<file path="src/rtl/gray_step_tracker_pkg.sv">
// Shared types for the Gray step tracker: FSM states, per-cycle step classes, counter width.
// Latency: n/a (types and constants only).
// Backpressure: n/a.
package gray_step_tracker_pkg;

    // Tracker FSM states. INIT is also the reset state.
    typedef enum logic [1:0] {
        INIT  = 2'd0,
        TRACK = 2'd1,
        FAULT = 2'd2
    } state_e;

    // Classification of one cycle's movement of the decoded count.
    typedef enum logic [1:0] {
        HOLD    = 2'd0,
        UP      = 2'd1,
        DOWN    = 2'd2,
        ILLEGAL = 2'd3
    } step_class_e;

    // Width of the saturating illegal-transition counter.
    localparam int ERR_CNT_W = 8;

endpackage

</file>
<file path="src/rtl/gray_step_tracker_gray2bin.sv">
// Combinational Gray-to-binary converter (prefix XOR from the MSB down).
// Latency: 0 cycles, purely combinational; the caller registers the result.
// Backpressure: none.
module gray2bin #(
    parameter int W = 4
) (
    input  logic [W-1:0] gray,
    output logic [W-1:0] bin
);

    logic acc;

    // Running XOR from the MSB: each binary bit is the XOR of all Gray bits at or above it.
    always_comb begin
        bin = '0;
        acc = 1'b0;
        for (int i = W - 1; i >= 0; i--) begin
            acc    = acc ^ gray[i];
            bin[i] = acc;
        end
    end

endmodule

</file>
<file path="src/rtl/gray_step_tracker.sv">
// Tracks an asynchronous Gray-coded counter: decodes it, classifies each move, integrates a position.
// Latency: gray_in change to step pulse is SYNC_STAGES + 2 clk cycles.
// Backpressure: none; every synchronized sample is consumed, illegal moves park the block in FAULT.
module gray_step_tracker
    import gray_step_tracker_pkg::*;
#(
    parameter int W           = 4,
    parameter int POS_W       = 16,
    parameter int SYNC_STAGES = 2
) (
    input  logic                 clk,
    input  logic                 rst_n,
    input  logic [W-1:0]         gray_in,
    input  logic                 pos_clr,
    input  logic                 clear_err,
    output logic [W-1:0]         bin_out,
    output logic                 step,
    output logic                 dir,
    output logic [POS_W-1:0]     pos,
    output logic                 locked,
    output logic                 err,
    output logic [ERR_CNT_W-1:0] err_cnt
);

    // The synchronizer resets to zero, so bin_out only reflects a real input sample
    // SYNC_STAGES+1 edges after reset release. INIT is held until then so that the
    // value present at reset release is absorbed rather than seen as a jump from 0.
    localparam logic [2:0] FILL_LAST = 3'(SYNC_STAGES + 1);

    // ------------------------------------------------------------------
    // Input synchronizer: plain flop chain, nothing between stages
    // ------------------------------------------------------------------
    logic [SYNC_STAGES-1:0][W-1:0] sync_q;
    logic [SYNC_STAGES-1:0][W-1:0] sync_src;
    logic [W-1:0]                  g_s;

    // Wiring only: stage 0 takes the raw input, every later stage takes its predecessor.
    always_comb begin
        sync_src[0] = gray_in;
        for (int i = 1; i < SYNC_STAGES; i++) begin
            sync_src[i] = sync_q[i-1];
        end
    end

    genvar gi;
    generate
        for (gi = 0; gi < SYNC_STAGES; gi++) begin : g_sync
            // One synchronizer stage.
            always_ff @(posedge clk or negedge rst_n) begin
                if (!rst_n) begin
                    sync_q[gi] <= '0;
                end else begin
                    sync_q[gi] <= sync_src[gi];
                end
            end
        end
    endgenerate

    assign g_s = sync_q[SYNC_STAGES-1];

    // ------------------------------------------------------------------
    // Decode and classify
    // ------------------------------------------------------------------
    logic [W-1:0]  bin_d;
    logic [W-1:0]  bin_q;
    logic [W-1:0]  prev_bin_d;
    logic [W-1:0]  prev_bin_q;
    logic [W-1:0]  diff;
    step_class_e   cls;

    gray2bin #(
        .W (W)
    ) u_gray2bin (
        .gray (g_s),
        .bin  (bin_d)
    );

    // Modular difference between this cycle's and last cycle's decoded value,
    // so wrap-around (max -> 0, 0 -> max) classifies as an ordinary step.
    always_comb begin
        diff = bin_q - prev_bin_q;
        if (diff == '0) begin
            cls = HOLD;
        end else if (diff == W'(1)) begin
            cls = UP;
        end else if (diff == '1) begin
            cls = DOWN;
        end else begin
            cls = ILLEGAL;
        end
    end

    // ------------------------------------------------------------------
    // FSM, position integrator, error counter
    // ------------------------------------------------------------------
    state_e                 state_d;
    state_e                 state_q;
    logic                   step_d;
    logic                   step_q;
    logic                   dir_d;
    logic                   dir_q;
    logic [POS_W-1:0]       pos_d;
    logic [POS_W-1:0]       pos_q;
    logic [ERR_CNT_W-1:0]   err_cnt_d;
    logic [ERR_CNT_W-1:0]   err_cnt_q;
    logic [2:0]             fill_d;
    logic [2:0]             fill_q;
    logic                   primed;

    assign primed = (fill_q == FILL_LAST);

    // Next-state and registered-output logic; pos_clr overrides any position update last.
    always_comb begin
        state_d    = state_q;
        step_d     = 1'b0;
        dir_d      = dir_q;
        pos_d      = pos_q;
        err_cnt_d  = err_cnt_q;
        prev_bin_d = bin_q;
        fill_d     = primed ? fill_q : fill_q + 3'd1;

        case (state_q)
            INIT: begin
                // prev_bin is loaded unconditionally above; no classification here.
                if (primed) begin
                    state_d = TRACK;
                end
            end
            TRACK: begin
                case (cls)
                    UP: begin
                        step_d = 1'b1;
                        dir_d  = 1'b1;
                        pos_d  = pos_q + POS_W'(1);
                    end
                    DOWN: begin
                        step_d = 1'b1;
                        dir_d  = 1'b0;
                        pos_d  = pos_q - POS_W'(1);
                    end
                    ILLEGAL: begin
                        state_d = FAULT;
                        if (err_cnt_q != '1) begin
                            err_cnt_d = err_cnt_q + ERR_CNT_W'(1);
                        end
                    end
                    default: begin
                    end
                endcase
            end
            FAULT: begin
                if (clear_err) begin
                    state_d = INIT;
                end
            end
            default: begin
                state_d = INIT;
            end
        endcase

        if (pos_clr) begin
            pos_d = '0;
        end
    end

    // State, pipeline and output registers.
    always_ff @(posedge clk or negedge rst_n) begin
        if (!rst_n) begin
            state_q    <= INIT;
            bin_q      <= '0;
            prev_bin_q <= '0;
            step_q     <= 1'b0;
            dir_q      <= 1'b0;
            pos_q      <= '0;
            err_cnt_q  <= '0;
            fill_q     <= '0;
        end else begin
            state_q    <= state_d;
            bin_q      <= bin_d;
            prev_bin_q <= prev_bin_d;
            step_q     <= step_d;
            dir_q      <= dir_d;
            pos_q      <= pos_d;
            err_cnt_q  <= err_cnt_d;
            fill_q     <= fill_d;
        end
    end

    assign bin_out = bin_q;
    assign step    = step_q;
    assign dir     = dir_q;
    assign pos     = pos_q;
    assign err_cnt = err_cnt_q;
    assign locked  = (state_q == TRACK);
    assign err     = (state_q == FAULT);

endmodule

</file>
<file path="config.mk">
export PLATFORM = sky130hd
export DESIGN_NAME = gray_step_tracker
export DESIGN_NICKNAME = d
export VERILOG_FILES = /design/src/rtl/gray_step_tracker_pkg.sv /design/src/rtl/gray_step_tracker_gray2bin.sv /design/src/rtl/gray_step_tracker.sv
export SDC_FILE = /design/constraint.sdc
export NUM_CORES = 1
export LEC_CHECK = 0
export ABC_AREA = 0
export BUFFER_PORTS_ARGS = -buffer_cell sky130_fd_sc_hd__buf_2
export CORE_MARGIN = 3
export CORE_UTILIZATION = 35
export DETAILED_ROUTE_END_ITERATION = 8
export GPL_ROUTABILITY_DRIVEN = 0
export SLEW_MARGIN = 20
export SYNTH_ARGS = -nofsm -noshare
export SYNTH_HDL_FRONTEND = slang
export SYNTH_SLANG_ARGS = --single-unit
export TNS_END_PERCENT = 10
</file>
<file path="constraint.sdc">
create_clock -name clk -period 3.5 [get_ports clk]
set_input_delay 0.175 -clock clk [delete_from_list [all_inputs] [get_ports clk]]
set_output_delay 0.175 -clock clk [all_outputs]
set_load 0.01 [all_outputs]
</file>
Word level (Yosys, flattened, before mapping)
Cells that the tools add are included.
{"block": "op_classes", "n_reduce_logical": 10, "n_addsub": 5, "magnitude_cmp": 0, "n_bitwise": 3, "muxes": 13, "eq_ne": 12, "n_shift": 0, "n_mul": 0, "div_mod_pow": 0}
{"op": "$mux 16", "n": 2}
{"op": "$pmux 16 s2", "n": 1}
{"op": "$add 16x1->16 const B", "n": 1}
{"op": "$sub 16x1->16 const B", "n": 1}
{"op": "$mux 2", "n": 5}
{"op": "$add 8x1->8 const B", "n": 1}
{"op": "$ne 8x8->1 const B", "n": 1}
{"op": "$eq 2x2->1 const B", "n": 3}
{"op": "$pmux 2 s3", "n": 1}
{"op": "$reduce_and 3->1", "n": 2}
{"op": "$eq 2x1->1 const B", "n": 2}
{"op": "$eq 4x1->1 const B", "n": 1}
{"op": "$eq 4x4->1 const B", "n": 1}
{"op": "$logic_not 4->1", "n": 1}
{"op": "$ne 2x2->1 const B", "n": 2}
{"op": "$reduce_and 2->1", "n": 2}
{"op": "$reduce_bool 2->1", "n": 2}
{"op": "$sub 4x4->4", "n": 1}
{"op": "$add 3x1->3 const B", "n": 1}
{"op": "$eq 3x2->1 const B", "n": 1}
{"op": "$mux 1", "n": 3}
{"op": "$reduce_bool 3->1", "n": 1}
{"op": "$xor 1x1->1", "n": 3}
{"op": "$logic_not 2->1", "n": 1}
{"op": "3 further kinds", "n": 3}
{"block": "totals", "romBits": 0, "latchBits": 0, "reg_bits": 47, "ram_bits": 0, "n_memories": 0}

Logic depth before layout (Yosys ltp)
{"block": "logic_depth", "depth_word": 9, "depth_mapped": 17, "mapped_depth_nobuf": 17}

Hierarchy
Synthesis repeated with hierarchy kept, for this count alone.
{"block": "hier_totals", "cells_unflattened": 267, "area_unflattened_um2": 2683.8}
{"module": "gray_step_tracker", "area_each_um2": 2626.3, "n_inst": 1, "cells_each": 261}
{"module": "gray2bin", "area_each_um2": 57.6, "n_inst": 1, "cells_each": 6}

Worst setup path before layout
OpenSTA, ideal clock, no wires.
{"block": "synth_path", "path_kind": "reg-to-reg", "start": "register bin_q[0], in the netlist bin_out[0]", "end": "register pos_q[13], in the netlist pos[13]", "arrival_time_ps": 3562, "path_stages_with_launch": 15, "n_path_buf": 0, "required_time_ps": 3378, "synth_period_minus_slack_ps": 3684, "setup_slack_ps": -184, "path_cell_list": "dfrtp_1 inv_1 ha_1 fa_1 xor2_1 and3_1 a21o_1 ha_1 ha_1 o211ai_2 o21a_1 or4_1 and4_4 mux2i_1 nand2_1"}
{"block": "synth_via", "elab_chain_len": 9}
{"element": "from (decl)", "line": "gray_step_tracker.sv:65", "source": "logic [W-1:0] bin_q;"}
{"element": "from (signal assigned)", "line": "gray_step_tracker.sv:179", "source": "bin_q <= bin_d;"}
{"element": "$sub 4x4->4 *", "line": "gray_step_tracker.sv:81", "source": "diff = bin_q - prev_bin_q;"}
{"element": "$eq 4x4->1", "line": "gray_step_tracker.sv:86", "source": "end else if (diff == '1) begin"}
{"element": "$mux 1", "line": "gray_step_tracker.sv:86"}
{"element": "$mux 2", "line": "gray_step_tracker.sv:84", "source": "end else if (diff == W'(1)) begin"}
{"element": "$mux 2 *", "line": "gray_step_tracker.sv:82", "source": "if (diff == '0) begin"}
{"element": "$eq 2x2->1 / $eq 2x1->1 (equally long branches)", "line": "gray_step_tracker.sv:130", "source": "case (cls)"}
{"element": "$pmux 16 s2", "line": "gray_step_tracker.sv:130"}
{"element": "$mux 16", "line": "gray_step_tracker.sv:122", "source": "case (state_q)"}
{"element": "$mux 16", "line": "gray_step_tracker.sv:161", "source": "if (pos_clr) begin"}
{"element": "to (signal assigned)", "line": "gray_step_tracker.sv:183", "source": "pos_q <= pos_d;"}
{"element": "to (decl)", "line": "gray_step_tracker.sv:103", "source": "logic [POS_W-1:0] pos_q;"}
Mark *: on every way between the ends. The rest lies on a longest branch, timed or not. The select of a mux whose other input is x is not followed.
A chain may end at the register's enable or synchronous reset.

Worst setup path after layout
{"block": "layout_path", "start": "register bin_q[1], in the netlist bin_out[1]", "end": "register pos_q[13], in the netlist pos[13]"}
Same word-level chain as after synthesis.

==> impl_metrics.tcl <==
set metrics [dict create \
    status "finished with violations" \
    violations "setup timing" \
    std_cell_rows 31 \
    grt_util_met2 0.277 \
    synthArstFlopShare 1.00 \
    avgRoutedWirePerCell_um 14.8 \
    ir_worst_vdd_v 0.000346 \
    fin_worst_skew_ps 10.5 \
    clk_pin_slew_ps 110 \
    cts_buffer_depth 2 \
    timing_hold_violations_final 0 \
    setup_ws_ps -4.93 \
    drive_above_1_share 0.342 \
    vias_per_cell 5.19 \
    grt-ovfl-total 0 \
    drtPass1Iterations 4 \
    clock_sink_count 47 \
    synth_flop_cell "dfrtp_1" \
    cts-root-buf "clkbuf_8" \
    p_leak_nw 1.64 \
    top_usage_layer "met2" \
    syn-num-nets 316 \
    grt_usage 0.157 \
    synth_cell_types 48 \
    synth_area_um2 2730 \
    cp-start-kind "register" \
    ys_seq_elements 47 \
    drt_iter0_drc 67 \
    crit_fanout 6 \
    worst_hold_slack_ps 46.3 \
    antenna_found_initial 0 \
    rsz0062_at_grt "true" \
    fin_crit_sh 1.00 \
    grtUsageMet3 0.0345 \
    vias 2367 \
    nets 389 \
    grt_use_met1 0.194 \
    placed_cells 436 \
    utilization 0.494 \
    synth_edf_count 0 \
    power_density_nw_per_um2 600 \
    worstHoldPathType "in2reg" \
    ios 40 \
    worstPathArrival_ps 3720 \
    grt_max_degree 48 \
    routed_wl_um 6760 \
    worstMarginPinSlew_ps 590 \
    worstPathRequired_ps 3710 \
    dieArea_um2 8900 \
    synth_area_leaders "dfrtp_1, ha_1, a21oi_1, xnor2_1, nand2_1" \
    start_util 0.369 \
    crit_path_end_kind "register" \
    whs_path_depth 2 \
    setup_violations 1 \
    relSlewSlack 0.607 \
    drv_slew 0 \
    instances_no_fill 456 \
    hpwl_um 4570 \
    die_h_um 94.3 \
    ys_seq_area_frac 0.431 \
    grt_pass1_wl_um 11100 \
    path_class "reg2reg" \
    first_global_vias 2341 \
    ff2ff_setup_slack_ps -5 \
    fp.dieW_um 94.3 \
    synthCells 283 \
    maxCapViolCount 0 \
    synth_top_area_cell "dfrtp_1" \
    ant_nets 0 \
    syn_area_per_cell_um2 9.65 \
    cts_tree "done" \
    core_area_um2 7410 \
    ff2ff_path_depth 15 \
    diodes 0 \
    io_buffer_count 39 \
    max_freq_mhz 285 \
    min_period_ps 3500 \
    synthToLayoutAreaGrowth_pct 34.0 \
    h-tree-depth 2 \
    drc 0 \
    synth_top_cell_area_share 0.431 \
    synth_warnings 0 \
    tritoncts.num_buffers 5 \
    insertion_delay_ps 310 \
]
## power breakdown
group	internal (mW)	switching [mW]
Clock	0.154	0.226
Combinational	0.525	0.566
Sequential	0.633	0.0900
Total	1.31	0.882
## cell usage after synthesis (all sizes together) (2+ instances only)
cell,n
nand2,23
mux2,3
nor2b,3
and4,2
a21oi,23
a211oi,7
nand3,7
mux2i,2
a21o,8
dfrtp,47
fa,2
inv,18
nor4,2
xnor2,10
clkbuf,5
nand4,6
a31oi,3
nand2b,3
xor2,9
o31ai,2
o21ai,17
or3,4
o21a,2
o211ai,3
and3,4
buf,3
nor2,21
ha,23
nor3,6
## path summary, 6_finish.rpt
| check | start | endpoint |
|---|---|---|
| setup / recovery | bin_out[1]$_DFF_PN0_ | pos[13]$_DFFE_PN0P_ |
| hold / removal | clear_err | state_q[1]$_DFFE_PN0P_ |
| setup reg to reg | bin_out[1]$_DFF_PN0_ | pos[13]$_DFFE_PN0P_ |
| hold reg to reg | sync_q[0]$_DFF_PN0_ | g_s[0]$_DFF_PN0_ |
| max in group asynchronous | rst_n | err_cnt[7]$_DFFE_PN0P_ |
| min in group asynchronous | rst_n | pos[4]$_DFFE_PN0P_ |
## per-layer routing
layer	vias up	wire length, um
met3	6	379
li1	1153	-
met1	1144	2910
met2	64	3430
met5	-	0
met4	0	45
## flip-flops by register name, indices dropped and copies added, names as in the netlist, 2 cells and up
register,flops
g_s,4
bin_out,4
state_q,2
prev_bin_q,4
pos,16
sync_q,4
fill_q,3
err_cnt,8
## cell usage in the layout (no fill, tap or decap), types with 9 or more instances in the layout
cell type / Yosys / routed
dfrtp_1: 47 / 47
buf_2: 3 / 38
buf_4: 0 / 29
nand2_1: 23 / 23
nor2_1: 21 / 20
a21oi_1: 23 / 17
inv_1: 18 / 16
o21ai_0: 16 / 11
ha_1: 23 / 11
ha_4: 0 / 10
xnor2_1: 10 / 9
## critical path, cell delays in order (launching register included)
cell and delay, ps:
dfrtp_1 410, ha_1 300, a21o_1 160, a21oi_2 180, xnor2_2 120, and3_4 200, a21o_1 210, ha_4 200
buf_8 150, ha_4 300, o211ai_4 80, o21a_1 210, or4_4 510, and4_4 180, mux2i_1 110, nand2_1 70
## cells by family (layout without fill, tap and decap cells)
kind of cell,Yosys count,in the layout,synth area share
AND/OR/NAND/NOR,87,87,0.159
AO/OA/AOI/OAI,74,74,0.172
flip-flops,47,47,0.431
buffers and inverters,26,100,0.0371
adder cells (fa/ha/maj),25,25,0.120
XOR/XNOR,19,19,0.0610
multiplexers,5,5,0.0197
## metrics by stage
stage	cell area (um2)	power, mW	worst slack [ps]	TNS (ps)
final	3660	2.19	-4.93	-4.93
after global routing	3660	2.35	-156	-1040
after CTS	3450	2.07	4.38	0
after detailed placement	3210	1.62	-117	-318
after global placement	3210	1.60	-89.0	-167
after floorplan	2760	1.28	30.1	0
## layout make-up
class / count / area, um2
Tap cell: 99 / 124
Clock inverter: 3 / 31.3
Multi-Input combinational cell: 210 / 1700
Inverter: 18 / 67.6
Timing Repair Buffer: 74 / 488
Fill cell: 696 / 3750
Sequential cell: 47 / 1180
Clock buffer: 5 / 68.8
## what timing repair did
item,4_1_cts,5_1_grt
endpoints found under the hold margin,4,47
hold buffers,4,1
pin swaps,6,18
setup endpoints to repair,6,10
setup buffers,3,4
resized for setup,15,37
Note: power is estimated with default switching activity, not from simulation.
